==> config.mk <==
export PLATFORM = sky130hd
export DESIGN_NAME = descrambler
export DESIGN_NICKNAME = d
export VERILOG_FILES = /design/src/rtl/descrambler.sv
export SDC_FILE = /design/constraint.sdc
export NUM_CORES = 1
export LEC_CHECK = 0
export CAP_MARGIN = 10
export CORE_ASPECT_RATIO = 1.1
export CORE_MARGIN = 8
export CORE_UTILIZATION = 40
export CTS_CLUSTER_DIAMETER = 150
export CTS_CLUSTER_SIZE = 30
export DETAILED_ROUTE_END_ITERATION = 8
export HOLD_SLACK_MARGIN = 0.15
export PLACE_DENSITY_LB_ADDON = 0.12
export SYNTH_ARGS = -nofsm -noshare
export SYNTH_HDL_FRONTEND = slang
export SYNTH_SLANG_ARGS = --single-unit
==> constraint.sdc <==
create_clock -name clk -period 12.15 [get_ports clk]
set_input_delay 3.645 -clock clk [delete_from_list [all_inputs] [get_ports clk]]
set_output_delay 3.645 -clock clk [all_outputs]
set_load 0.01 [all_outputs]
==> src/rtl/descrambler.sv <==
// Per-lane PCIe RX descrambler: removes Gen1/2 (8b/10b) and Gen3+ (128b/130b)
// scrambling from up to four bytes per clock, with one registered stage.
module descrambler (
    input  logic        clk,
    input  logic        reset,
    input  logic        turnOff,
    input  logic        PIPEDataValid,
    input  logic [5:0]  PIPEWIDTH,
    input  logic [1:0]  PIPESyncHeader,
    input  logic [23:0] seedValue,
    input  logic [31:0] PIPEData,
    input  logic [3:0]  PIPEDataK,
    output logic        descramblerDataValid,
    output logic [31:0] descramblerData,
    output logic [3:0]  descramblerDataK,
    output logic [1:0]  descramblerSyncHeader
);

    localparam logic [15:0] Gen12Seed       = 16'hFFFF;
    localparam logic [15:0] Gen12Mask       = 16'h0039;
    localparam logic [22:0] Gen3Mask        = 23'h210125;
    localparam logic [22:0] Gen3DefaultSeed = 23'h1DBFBC;
    localparam logic [7:0]  ComSymbol       = 8'hBC;
    localparam logic [7:0]  SkpSymbol       = 8'h1C;

    typedef enum logic [1:0] {
        Mode8b10b,
        ModeDataBlock,
        ModeOrderedSet
    } modeT;

    typedef struct packed {
        logic [15:0] state;
        logic [7:0]  key;
    } gen12StepT;

    typedef struct packed {
        logic [22:0] state;
        logic [7:0]  key;
    } gen3StepT;

    // Eight Galois shifts; key bit i is the bit shifted out on the i-th shift.
    function automatic gen12StepT gen12Advance(input logic [15:0] s);
        gen12StepT r;
        logic      o;
        r.state = s;
        r.key   = '0;
        for (int i = 0; i < 8; i++) begin
            o        = r.state[15];
            r.key[i] = o;
            r.state  = {r.state[14:0], 1'b0} ^ (o ? Gen12Mask : 16'h0000);
        end
        return r;
    endfunction

    function automatic gen3StepT gen3Advance(input logic [22:0] s);
        gen3StepT r;
        logic     o;
        r.state = s;
        r.key   = '0;
        for (int i = 0; i < 8; i++) begin
            o        = r.state[22];
            r.key[i] = o;
            r.state  = {r.state[21:0], 1'b0} ^ (o ? Gen3Mask : 23'h000000);
        end
        return r;
    endfunction

    logic [15:0] gen12Q;
    logic [15:0] gen12D;
    logic [22:0] gen3Q;
    logic [22:0] gen3D;
    logic [22:0] gen3Cur;
    logic        gen3Unseeded;
    logic [22:0] effSeed;
    logic [3:0]  activeMask;
    modeT        mode;
    logic [31:0] dataD;
    logic        unusedSeedBit;

    assign unusedSeedBit = seedValue[23];
    assign effSeed       = (seedValue[22:0] == 23'd0) ? Gen3DefaultSeed : seedValue[22:0];
    assign gen3Cur       = gen3Unseeded ? effSeed : gen3Q;

    always_comb begin
        case (PIPEWIDTH)
            6'd16:   activeMask = 4'b0011;
            6'd32:   activeMask = 4'b1111;
            default: activeMask = 4'b0001;
        endcase
    end

    always_comb begin
        case (PIPESyncHeader)
            2'b00:   mode = Mode8b10b;
            2'b10:   mode = ModeDataBlock;
            default: mode = ModeOrderedSet;
        endcase
    end

    // Bytes are walked in arrival order so each one sees the LFSR state the
    // previous byte left, including a COM reseed earlier in the same word.
    always_comb begin : descramble
        gen12StepT  step12;
        gen3StepT   step3;
        logic [7:0] byteVal;
        logic       isK;
        // NOTE: every variable this block writes is defaulted first, so no path can leave one unassigned and infer a latch.
        step12  = '0;
        step3   = '0;
        byteVal = '0;
        isK     = 1'b0;
        gen12D  = gen12Q;
        gen3D   = gen3Cur;
        dataD   = PIPEData;
        if (turnOff) begin
            gen12D = Gen12Seed;
            gen3D  = effSeed;
        end else begin
            for (int b = 0; b < 4; b++) begin
                if (activeMask[b]) begin
                    byteVal = PIPEData[8*b +: 8];
                    isK     = PIPEDataK[b];
                    case (mode)
                        Mode8b10b: begin
                            if (isK && byteVal == ComSymbol) begin
                                gen12D = Gen12Seed;
                            end else if (!(isK && byteVal == SkpSymbol)) begin
                                step12 = gen12Advance(gen12D);
                                gen12D = step12.state;
                                if (!isK) begin
                                    dataD[8*b +: 8] = byteVal ^ step12.key;
                                end
                            end
                        end
                        ModeDataBlock: begin
                            step3           = gen3Advance(gen3D);
                            gen3D           = step3.state;
                            dataD[8*b +: 8] = byteVal ^ step3.key;
                        end
                        default: ;
                    endcase
                end
            end
        end
    end

    always_ff @(posedge clk or negedge reset) begin
        if (!reset) begin
            // NOTE: reset loads constants only; the input-dependent Gen3 seed is applied through gen3Unseeded instead of an asynchronous load.
            descramblerDataValid  <= 1'b0;
            descramblerData       <= '0;
            descramblerDataK      <= '0;
            descramblerSyncHeader <= '0;
            gen12Q                <= Gen12Seed;
            gen3Q                 <= '0;
            gen3Unseeded          <= 1'b1;
        end else begin
            // NOTE: non-blocking here for registered state; the combinational walk above uses blocking so bytes chain within one cycle.
            descramblerDataValid <= PIPEDataValid;
            if (PIPEDataValid) begin
                descramblerData       <= dataD;
                descramblerDataK      <= PIPEDataK;
                descramblerSyncHeader <= PIPESyncHeader;
                gen12Q                <= gen12D;
                gen3Q                 <= gen3D;
                gen3Unseeded          <= 1'b0;
            end
        end
    end

endmodule

**Word-level counts from Yosys, hierarchy flattened**

Cells that the tools add are included.

- Word-level logic and storage cells: 223
- Register bits after elaboration: 79
- Bits of input ports: 72

- Mux-type cells: 121
- Bitwise gates (word level): 72
- Reductions and logical operators: 11
- Equality and inequality tests: 12

Operator list:

| kind | count |
|---|---|
| XOR 23 x 22 -> 23 bit | 32 |
| 2-to-1 mux 22 bit | 32 |
| XOR 16 x 6 -> 16 bit | 32 |
| 2-to-1 mux 23 bit | 14 |
| 2-to-1 mux 16 bit | 20 |
| 2-to-1 mux 6 bit | 32 |
| 2-to-1 mux 8 bit | 16 |
| case mux 8 bit (2 select lines) | 4 |
| XOR 8 bit | 8 |
| == test 8 x 5 -> 1 bit, second input constant | 4 |
| == test 8 bit, second input constant | 4 |
| 2-to-1 mux 32 bit | 1 |
| logical NOT 23 bit | 1 |
| logical AND 1 bit | 8 |
| case mux 4 bit (2 select lines) | 1 |
| == test 6 x 5 -> 1 bit, second input constant | 1 |
| == test 6 bit, second input constant | 1 |
| logical NOT 2 bit | 2 |
| case mux 2 bit (2 select lines) | 1 |
| == test 2 x 1 -> 1 bit, second input constant | 1 |
| == test 2 bit, second input constant | 1 |

**Logic depth before layout (Yosys ltp)**

- Word-level depth: 84
- Mapped depth: 21

**Least setup slack after synthesis**

OpenSTA, ideal clock, no wires.

- Path kind: input port to flip-flop
- Start point: in seedValue[20]
- End point: reg gen3Q[9]
- Buffers on the path: 1
- Arrival: 8,480 ps
- Stages: 19
- Path slack: 3,588 ps
- Library setup time: 82 ps
- Path through: buf_2 nor4_2 nand4_1 o21ai_1 xnor2_4 xor2_1 xnor3_1 or3_1 nand3_2 xnor2_2 xnor3_1 nor2_2 xnor2_4 xor2_4 xor2_4 xor3_2 xnor2_1 nand2_1 a31oi_1

- Cells in the longest elaborated chain, start to end: 63

Ends and longest elaborated chain:

| what | line | text |
|---|---|---|
| start, declared | 10 | `input logic [23:0] seedValue,` |
| logical NOT 23 bit | 82 | `assign effSeed = (seedValue[22:0] == 23'd0) ? Gen3DefaultSeed : seedValue[22:0];` |
| 2-to-1 mux 23 bit * | 82 |  |
| 2-to-1 mux 23 bit | 83 | `assign gen3Cur = gen3Unseeded ? effSeed : gen3Q;` |
| 2-to-1 mux 22 bit | 64 | `r.state = {r.state[21:0], 1'b0} ^ (o ? Gen3Mask : 23'h000000);` |
| XOR 23 x 22 -> 23 bit (2 in series) | 64 |  |
| 2-to-1 mux 22 bit | 64 |  |
| XOR 23 x 22 -> 23 bit (2 in series) | 64 |  |
| 2-to-1 mux 22 bit | 64 |  |
| (+42 left out) | - |  |
| XOR 23 x 22 -> 23 bit (2 in series) | 64 |  |
| 2-to-1 mux 22 bit | 64 |  |
| XOR 23 x 22 -> 23 bit (2 in series) | 64 |  |
| 2-to-1 mux 22 bit | 64 |  |
| XOR 23 x 22 -> 23 bit (2 in series) | 64 |  |
| 2-to-1 mux 23 bit | 124 | `case (mode)` |
| 2-to-1 mux 23 bit | 121 | `if (activeMask[b]) begin` |
| 2-to-1 mux 23 bit * | 116 | `if (turnOff) begin` |
| end signal, assigned | 166 | `gen3Q <= gen3D;` |
| end, declared | 71 | `logic [22:0] gen3Q;` |

Mark *: on every way between the ends. The rest lies on a longest branch, timed or not. The select of a mux whose other input is x is not followed.
A chain may end at the register's enable or synchronous reset.

**Worst setup path after layout**

- Start point: in seedValue[20]
- End point: reg gen3Q[17]

Same word-level chain as after synthesis.

==> run_summary.xml <==
<?xml version="1.0" encoding="UTF-8"?>
<metrics>
  <group name="timing">
    <metric name="period_share" unit="">0.831</metric>
    <metric name="final_max_slew_viol_count" unit="">0</metric>
    <metric name="worst_hold_slack" unit="ns">0.478</metric>
    <metric name="max_slew_margin" unit="">0.128</metric>
    <metric name="setup_tns" unit="ns">0</metric>
    <metric name="final-hold-violation-count" unit="">0</metric>
    <metric name="fin_worst_skew" unit="ns">0.00996</metric>
    <metric name="final-setup-viol-count" unit="">0</metric>
    <metric name="worst-slew-pin-transition" unit="ns">1.31</metric>
    <metric name="fin_crit" unit="ns">10.10</metric>
    <metric name="grt_setup_unrepaired" unit="">false</metric>
    <metric name="timing.fmax" unit="GHz">0.0990</metric>
  </group>
  <group name="critical_path">
    <metric name="critPathLaunchType" unit="">input pin</metric>
    <metric name="worst_r2r_path_depth" unit="">19</metric>
    <metric name="crit_path_end_kind" unit="">flop</metric>
    <metric name="crit_path_max_fanout" unit="">12</metric>
    <metric name="cp.required" unit="ns">12.38</metric>
    <metric name="r2r_setup_slack" unit="ns">5.20</metric>
    <metric name="signal_arrival_time_at_the_worst_endpoint" unit="ns">10.33</metric>
    <metric name="worst-setup-path-type" unit="">in2reg</metric>
  </group>
  <group name="power">
    <metric name="power.switching_fraction" unit="">0.464</metric>
    <metric name="cell_internal_pwr" unit="uW">1220</metric>
    <metric name="clkPwrFrac" unit="">0.134</metric>
    <metric name="combinational_power_share" unit="">0.722</metric>
    <metric name="netSwitchingPower" unit="uW">1060</metric>
    <metric name="powerDensity" unit="nW/um^2">209</metric>
    <metric name="p_leak" unit="uW">0.00399</metric>
    <metric name="design_power_total" unit="uW">2270</metric>
    <metric name="p_seq_frac" unit="">0.144</metric>
    <metric name="power.ir.vdd_worst" unit="V">0.0000958</metric>
  </group>
  <group name="grt">
    <metric name="maximum_number_of_pins_on_one_net_before_global_route_repair" unit="">65</metric>
    <metric name="gr-max-usage-layer" unit="">met2</metric>
    <metric name="grtUsageMet3" unit="">0.0251</metric>
    <metric name="grt_antenna_before_repair" unit="">0</metric>
    <metric name="grt_pass1_wl" unit="mm">52.5</metric>
    <metric name="grt_pass1_vias" unit="">8829</metric>
    <metric name="globalRouteMet1Util" unit="">0.295</metric>
    <metric name="sum_of_overflow_across_all_layers_after_global_routing" unit="">0</metric>
    <metric name="gr-usage-all-layers" unit="">0.236</metric>
    <metric name="groute.layer.met2.usage" unit="">0.399</metric>
  </group>
  <group name="cts">
    <metric name="worst_setup_hold_path_clk_slew" unit="ns">0.07</metric>
    <metric name="cts_setup_buffers" unit="">0</metric>
    <metric name="cts_repair_resize_count" unit="">0</metric>
    <metric name="cts-root-to-sink-buffers" unit="">2</metric>
    <metric name="htreeDepth" unit="">3</metric>
    <metric name="cts-root-buf" unit="">clkbuf_16</metric>
    <metric name="cts_tree" unit="">built</metric>
    <metric name="cts.sinks" unit="">79</metric>
    <metric name="postCtsHoldBufs" unit="">0</metric>
    <metric name="numCtsBuffers" unit="">9</metric>
    <metric name="insertion_delay" unit="ns">0.36</metric>
  </group>
  <group name="logic_synthesis">
    <metric name="postSynth.topFlopCell" unit="">dfrtp_1</metric>
    <metric name="synth.cell_area" unit="sq um">9270</metric>
    <metric name="yosysSeqAreaShare" unit="">0.216</metric>
    <metric name="async_flop_share" unit="">1.00</metric>
    <metric name="synth_area_per_cell" unit="sq um">7.81</metric>
    <metric name="synth_nets" unit="">1259</metric>
    <metric name="synthesis.yosys.warnings" unit="">0</metric>
    <metric name="synth_cell_types" unit="">89</metric>
    <metric name="synth_enable_flop_cells" unit="">0</metric>
    <metric name="synth.ff_latch_count" unit="">79</metric>
    <metric name="synthCells" unit="">1187</metric>
  </group>
  <group name="die">
    <metric name="dieWidth" unit="microns">161</metric>
    <metric name="fp.coreArea" unit="sq um">22800</metric>
    <metric name="die_h" unit="microns">176</metric>
    <metric name="start_util" unit="">0.407</metric>
    <metric name="ioPinCount" unit="">111</metric>
    <metric name="die-area" unit="sq um">28300</metric>
    <metric name="std_cell_rows" unit="">58</metric>
  </group>
  <group name="final_layout">
    <metric name="area_growth_from_synthesis_to_final_layout" unit="%">17.4</metric>
    <metric name="layout_common_cells" unit="">nor2_1, xnor2_1, nand2_1, clkdlybuf4s50_1, a21oi_1</metric>
    <metric name="multi_input_area" unit="sq um">6910</metric>
    <metric name="most_common_library_cell_in_the_layout_ignoring_fill_and_taps" unit="">nor2_1</metric>
    <metric name="fin_util" unit="">0.477</metric>
    <metric name="post_route_cells_drive_above_1_share" unit="">0.0909</metric>
    <metric name="num-nets-final" unit="">1321</metric>
    <metric name="antenna_cells" unit="">0</metric>
    <metric name="final-seq-area" unit="sq um">2000</metric>
    <metric name="layout_filler_cell_count" unit="">2318</metric>
  </group>
  <group name="hold_path">
    <metric name="holdCritPathClass" unit="">reg2reg</metric>
    <metric name="holdPathStages" unit="">1</metric>
  </group>
  <group name="run">
    <metric name="drv_cap" unit="">0</metric>
  </group>
  <group name="place">
    <metric name="port_buffers" unit="">109</metric>
    <metric name="place_congestion" unit="">0.907</metric>
    <metric name="post_dp_hpwl" unit="mm">25.6</metric>
  </group>
  <group name="drt">
    <metric name="detail-route-antenna-nets" unit="">0</metric>
    <metric name="drt_first_pass_iters" unit="">5</metric>
    <metric name="via_count" unit="">8994</metric>
    <metric name="viasPerCell" unit="">5.79</metric>
    <metric name="wl_per_cell" unit="microns">21.8</metric>
    <metric name="drcViolationCount" unit="">0</metric>
    <metric name="totalWireLength" unit="mm">33.9</metric>
    <metric name="detail_route.iter0.violations" unit="">729</metric>
  </group>
  <group name="status">
    <metric name="outcome" unit="">finished clean</metric>
  </group>
</metrics>
flip-flops by register name (all words and copies together) (netlist names):
register               flops
descramblerData           32
descramblerDataValid       1
gen3Q                     23
descramblerSyncHeader      2
gen12Q                    16
gen3Unseeded               1
descramblerDataK           4
path summary, 6_finish.rpt:
check                                    from                  end
worst max register to register   gen3Unseeded            gen3Q[12]
worst min-delay path                 gen3Q[3]             gen3Q[3]
min in group asynchronous               reset             gen3Q[4]
max in group asynchronous               reset  descramblerDataK[3]
worst min register to register       gen3Q[3]             gen3Q[3]
worst max-delay path            seedValue[20]            gen3Q[17]
synthesized netlist by cell type, drive strengths merged, types with 15 or more instances:
cell    instances  area share
mux2i          21       0.025
xor2           67       0.071
dfrtp          62        0.17
a22oi          15       0.012
dfstp          17       0.048
a21oi         105       0.057
nand3          21       0.012
nor3           17      0.0097
a31oi          16       0.011
clkbuf         66       0.027
xnor2         179        0.18
o211ai         21       0.018
nand2         113       0.046
o22ai          15       0.010
o21ai          80       0.045
nor2          180       0.075
area by class of cell:
type | count | share of cell area
Timing Repair Buffer | 129 | 0.114
Sequential cell | 79 | 0.184
Clock buffer | 11 | 0.0232
Clock inverter | 5 | 0.00587
Inverter | 11 | 0.00380
Tap cell | 300 | 0.0345
Multi-Input combinational cell | 1019 | 0.635
per-layer routing:
layer  vias up  share of wire
li1       4284              -
met1      4344           0.42
met2       296           0.49
met3        70          0.048
met4         0          0.043
met5         -              0
worst max-delay path, stage by stage:
cell,delay (ns)
clkdlybuf4s50_1,0.61
nor4_2,0.38
nand4_1,0.30
nor2_1,0.77
o22ai_1,0.38
xnor2_1,0.55
xnor3_1,0.44
or3_1,0.41
nand3_2,0.16
xnor2_2,0.17
xnor3_1,0.49
nor2_2,0.20
xnor2_4,0.20
xor2_4,0.36
xor2_4,0.31
xor3_2,0.45
xnor2_1,0.14
o21ai_1,0.26
nand2_1,0.09
through the flow:
| stage | worst slack [ns] | area (sq um) | std cells |
|---|---|---|---|
| 3_3_place_gp | 1.76 | 10600 | 1538 |
| 6_report | 2.05 | 10900 | 1554 |
| 3_5_place_dp | 1.74 | 10600 | 1538 |
| 4_1_cts | 2.10 | 10900 | 1554 |
| 2_1_floorplan | 3.59 | 9270 | 1187 |
| 5_1_grt | 1.63 | 10900 | 1554 |
cells by family after synthesis:
group,synth area share
buffers and inverters,0.0386
flip-flops,0.216
AO/OA/AOI/OAI,0.228
multiplexers,0.0400
XOR/XNOR,0.282
AND/OR/NAND/NOR,0.196
power groups by stage:
stage               logic [uW]  registers [uW]  clock network [uW]
floorplan                 1280             324                   0
global placement          1610             332                   0
global route              1770             332                 315
CTS                       1630             328                 309
finish                    1640             328                 305
detailed placement        1630             333                   0
(Power assumes the default switching activity.)
